<file path="config.mk">
export PLATFORM = sky130hd
export DESIGN_NAME = rps_round_master
export DESIGN_NICKNAME = d
export VERILOG_FILES = /design/src/rtl/rps_round_master.sv
export SDC_FILE = /design/constraint.sdc
export NUM_CORES = 1
export LEC_CHECK = 0
export CORE_ASPECT_RATIO = 0.9
export CORE_MARGIN = 8
export CORE_UTILIZATION = 52
export DETAILED_ROUTE_END_ITERATION = 12
export GPL_TIMING_DRIVEN = 1
export HOLD_SLACK_MARGIN = 0.03
export PLACE_DENSITY = 0.8
export SETUP_SLACK_MARGIN = 0.1
export SLEW_MARGIN = 20
export SYNTH_ARGS = -nofsm -noshare
export SYNTH_HDL_FRONTEND = slang
export SYNTH_SLANG_ARGS = --single-unit
</file>
<file path="constraint.sdc">
create_clock -name clock -period 3 [get_ports clock]
set_clock_uncertainty 0.15 [all_clocks]
set_input_delay 0.6 -clock clock [delete_from_list [all_inputs] [get_ports clock]]
set_output_delay 0.6 -clock clock [all_outputs]
set_load 0.01 [all_outputs]
</file>
<file path="src/rtl/rps_round_master.sv">
// Host-side rock/paper/scissor round master that drives the engine start/ready handshake, scores rounds and stops at MAX_ROUNDS.
// Start rises 1 cycle after move_valid and round_done pulses 2 cycles after ready is seen. Optional streak outputs are enabled with RPS_STREAK_EN.
// Moves are not queued: move_valid is honoured only in IDLE, and every ready wait gives up after TIMEOUT cycles.
module rps_round_master #(
  parameter int MAX_ROUNDS = 60,
  parameter int CNT_W      = 6,
  parameter int TIMEOUT    = 1023
) (
  input  logic             clock,
  input  logic             reset,
  input  logic             move_valid,
  input  logic [1:0]       move_in,
  input  logic             eng_ready,
  input  logic [1:0]       eng_choice,
  output logic             eng_start,
  output logic [1:0]       user_choice,
  output logic             round_done,
  output logic [1:0]       outcome,
  output logic [1:0]       last_eng,
  output logic [CNT_W-1:0] wins,
  output logic [CNT_W-1:0] losses,
  output logic [CNT_W-1:0] ties,
  output logic [CNT_W-1:0] rounds,
  output logic             game_over,
  output logic             err_illegal,
  output logic             err_timeout
`ifdef RPS_STREAK_EN
  ,
  output logic [CNT_W-1:0] streak,
  output logic [CNT_W-1:0] best_streak
`endif
);

  localparam int TW = $clog2(TIMEOUT + 1);

  typedef enum logic [2:0] {IDLE, WAIT_RDY, SCORE, DRAIN, DONE} state_t;

  state_t        state;
  logic [TW-1:0] timer;
  logic [1:0]    score;
  logic          timer_hit;
  logic          last_round;

  assign timer_hit  = (timer == TW'(TIMEOUT));
  assign last_round = (rounds == CNT_W'(MAX_ROUNDS));

  // An illegal engine move (11) falls through to the default and scores as a tie.
  always_comb begin
    score = 2'b00;
    case ({user_choice, last_eng})
      4'b0001, 4'b0110, 4'b1000: score = 2'b01;
      4'b0010, 4'b0100, 4'b1001: score = 2'b10;
      default:                   score = 2'b00;
    endcase
  end

`ifdef RPS_STREAK_EN
  logic [CNT_W-1:0] streak_nxt;
  assign streak_nxt = streak + CNT_W'(1);
`endif

  always_ff @(posedge clock) begin
    if (reset) begin
      state       <= IDLE;
      timer       <= '0;
      eng_start   <= 1'b0;
      user_choice <= 2'b00;
      round_done  <= 1'b0;
      outcome     <= 2'b00;
      last_eng    <= 2'b00;
      wins        <= '0;
      losses      <= '0;
      ties        <= '0;
      rounds      <= '0;
      game_over   <= 1'b0;
      err_illegal <= 1'b0;
      err_timeout <= 1'b0;
`ifdef RPS_STREAK_EN
      streak      <= '0;
      best_streak <= '0;
`endif
    end else begin
      round_done  <= 1'b0;
      err_illegal <= 1'b0;
      err_timeout <= 1'b0;
      case (state)
        IDLE: begin
          if (move_valid) begin
            if (move_in == 2'b11) begin
              err_illegal <= 1'b1;
            end else begin
              user_choice <= move_in;
              eng_start   <= 1'b1;
              timer       <= '0;
              state       <= WAIT_RDY;
            end
          end
        end
        WAIT_RDY: begin
          if (eng_ready) begin
            last_eng <= eng_choice;
            timer    <= '0;
            state    <= SCORE;
          end else if (timer_hit) begin
            eng_start   <= 1'b0;
            err_timeout <= 1'b1;
            timer       <= '0;
            state       <= DRAIN;
          end else begin
            timer <= timer + TW'(1);
          end
        end
        SCORE: begin
          outcome    <= score;
          rounds     <= rounds + CNT_W'(1);
          round_done <= 1'b1;
          eng_start  <= 1'b0;
          timer      <= '0;
          state      <= DRAIN;
          case (score)
            2'b01:   wins   <= wins + CNT_W'(1);
            2'b10:   losses <= losses + CNT_W'(1);
            default: ties   <= ties + CNT_W'(1);
          endcase
`ifdef RPS_STREAK_EN
          if (score == 2'b01) begin
            streak <= streak_nxt;
            if (streak_nxt > best_streak) best_streak <= streak_nxt;
          end else begin
            streak <= '0;
          end
`endif
        end
        DRAIN: begin
          // The engine commits its learning update on falling start and then clears ready.
          if (!eng_ready) begin
            timer     <= '0;
            game_over <= last_round;
            state     <= last_round ? DONE : IDLE;
          end else if (timer_hit) begin
            err_timeout <= 1'b1;
            timer       <= '0;
            state       <= IDLE;
          end else begin
            timer <= timer + TW'(1);
          end
        end
        DONE: begin
          game_over <= 1'b1;
        end
        default: state <= IDLE;
      endcase
    end
  end

endmodule
</file>
==> results_dict.tcl <==
set metrics [dict create \
    nets 317 \
    required_ns 3.04 \
    grt-ovfl-total 0 \
    final.setup.tns_ns 0 \
    fp.dieArea_um2 6790 \
    clock_path_buffers 2 \
    worstSetupPathType "flip-flop to flip-flop" \
    p_leak_uw 0.00103 \
    synth_area_um2 2290 \
    vias 1929 \
    critical_path.reg2reg.endpoint "wins[4]" \
    syn2layout_area_growth_pct 24.7 \
    ios 43 \
    placed_area_um2 2770 \
    final_core_util 0.658 \
    tightest_slew_ns 0.560 \
    ys.flop_type "dfxtp_1" \
    fin_area_um2 2860 \
    post-cts-setup-buffers 0 \
    post-route-min-period_ns 2.48 \
    syn_nets 274 \
    h-tree-depth 2 \
    cts.hold.buffers_added 0 \
    clk_latency_ns 0.31 \
    relSlewSlack 0.625 \
    avgViaCountPerCell 5.31 \
    maxCapViolCount 0 \
    layout-drive-gt1-share 0.0831 \
    postRouteAntennaNets 0 \
    timing_hold_violations_final 0 \
    antenna_found_initial 0 \
    clock-sinks 48 \
    finalPower_uw 1300 \
    layout_commonest_cell "dfxtp_1" \
    worstSetupStartpointType "flip-flop" \
    slew_viol_final 0 \
    num_rows 23 \
    reg2reg_depth 9 \
    slowest_stage "or3b_2" \
    clk_pin_slew_worst_paths_ns 0.09 \
    cts_made_buffers 5 \
    globalplace.congestion 0.799 \
    crit_arrival_ns 2.52 \
    synth_top_family_by_area "simple AND/OR/NAND/NOR gates" \
    ir_drop_uv 242 \
    hp-start "eng_start" \
    grt_first_pass_wirelength_um 8380 \
    async_flop_share 0 \
    clock-root-buffer "clkbuf_8" \
    worstPathMaxFanout 7 \
    fp.dieW_um 86.0 \
    rsz0062_at_grt "no" \
    min_to "eng_start" \
    ys_seq_area_frac 0.419 \
    hpwl_um 3550 \
    synth_adder_area_share 0.0491 \
    rrSetupSlack_ns 0.52 \
    firstDrtPassIters 5 \
    synthXorXnorAreaFrac 0.0917 \
    coreArea_um2 4350 \
    synth_mux_area_frac 0.0262 \
    final_cell_mix "48 x dfxtp_1, 42 x clkdlybuf4s50_1, 34 x nor2_1" \
    diodes 0 \
    power_density_nw_per_um2 453 \
    cts_resized 0 \
    yosys.area_share.simple 0.266 \
    crit_path_end_kind "flip-flop" \
    yosys_warnings 0 \
    grt_max_degree 21 \
    crit_chain "or3b_2 -> a21oi_1 -> or2_2 -> ha_1 -> nor4bb_1 -> buf_4 -> nand4_1 -> xor2_1 -> nor2_1" \
    ys_seq_elements 48 \
    syn_inst 257 \
    setup_viol 0 \
    port_buffers 42 \
    grt_pass1_vias 1807 \
    wirelength_um 4980 \
    detail_route.iter0.violations 166 \
    cts_tree "done" \
    synth_compound_area_frac 0.105 \
    ys_types 49 \
    fmax_mhz 403 \
    holdWs_ns 0.313 \
    synth_area_per_cell_um2 8.92 \
    max_stage_delay_ns 0.47 \
    die_h_um 79.0 \
    wl_per_cell_um 13.7 \
    drc_errors 0 \
    hold_path_depth 2 \
    status "completed" \
    initial_core_util 0.528 \
    rr_startpoint "user_choice[1]" \
    grt_use_total 0.151 \
    synth_edf_count 0 \
    hold_class "flip-flop to flip-flop" \
    finalCritPeriodShare 0.827 \
]
==> per-stage QoR <==
step / std cells / setup WS [ns]
final: 363 / 0.520
after global routing: 363 / 0.330
after CTS: 363 / 0.539
after detailed placement: 355 / 0.574
after global placement: 355 / 0.589
after floorplan: 257 / 0.668
==> flip-flops by register name, indices dropped and copies added, names as in the netlist <==
register     flops
eng_start        1
err_illegal      1
err_timeout      1
game_over        1
last_eng         2
losses           6
outcome          2
round_done       1
rounds           6
state            3
ties             6
timer           10
user_choice      2
wins             6
==> worst max-delay path: cells and delay by family, from the launching register on <==
kind | cells | cell delay, ns
adders and majority gates | 1 | 0.14
and+or+nand+nor | 5 | 1.12
DFF | 1 | 0.43
xor gates and xnor gates | 1 | 0.15
buffers and inverters | 1 | 0.21
AOI/OAI and AO/OA | 1 | 0.16
==> how the worst max path moves through the flow <==
| stage | to | slack [ns] | cells after the start | start |
|---|---|---|---|---|
| finish | wins[4] | 0.52 | 9 | user_choice[1] |
| global route | wins[4] | 0.33 | 9 | user_choice[1] |
| global placement | wins[5] | 0.59 | 9 | user_choice[1] |
| CTS | wins[4] | 0.54 | 9 | user_choice[1] |
| floorplan | wins[4] | 0.67 | 9 | user_choice[1] |
| detailed placement | wins[4] | 0.57 | 9 | user_choice[1] |
==> Yosys cell counts, types with 2 or more instances <==
cell type,instances,area (um^2)
xnor2_1,6,52.6
or2_2,2,12.5
o21ai_0,3,15.0
nor4bb_1,3,30.0
o2bb2ai_1,2,17.5
and3_1,5,31.3
inv_1,8,30.0
nor3_1,7,35.0
clkbuf_8,2,27.5
nand2_1,23,86.3
a211oi_1,2,15.0
xor2_1,18,158
or3b_2,2,17.5
nand3b_1,4,30.0
nor2_1,34,128
nand3_1,7,35.0
dfxtp_1,48,961
nor3b_1,3,22.5
mux2i_1,6,60.1
a31oi_1,3,18.8
clkbuf_1,7,26.3
a21oi_1,12,60.1
nand4_1,12,75.1
a21o_1,2,15.0
o211ai_1,2,15.0
ha_1,9,113
nor4_1,3,18.8
==> layout make-up <==
type                    count  area, um^2
flip-flops and latches     48         961
clock buffers               7        86.3
fillers                   392        1490
multi-input cells         189        1230
clock inverters             1        7.51
inverters                   8        30.0
repair buffers             48         465
well taps                  62        77.6
==> cell families after synthesis <==
kind of cell / count (synthesis)
and+or+nand+nor: 115
adders and majority gates: 9
xor gates and xnor gates: 24
DFF: 48
buffers and inverters: 20
muxes: 6
AOI/OAI and AO/OA: 35
==> layer usage <==
layer,global-route usage,up-vias,part of all wire
met1,0.181,883,0.47
met5,0,-,0
met2,0.245,54,0.45
met4,0.0664,0,0.019
li1,-,983,-
met3,0.0454,9,0.065
==> where the power goes <==
group          internal, uW  switching (uW)  leakage, uW
Clock                   188             215    0.0000445
Combinational          97.9             105     0.000602
Sequential              659            32.3     0.000388
Note: power is estimated with default switching activity, not from simulation.
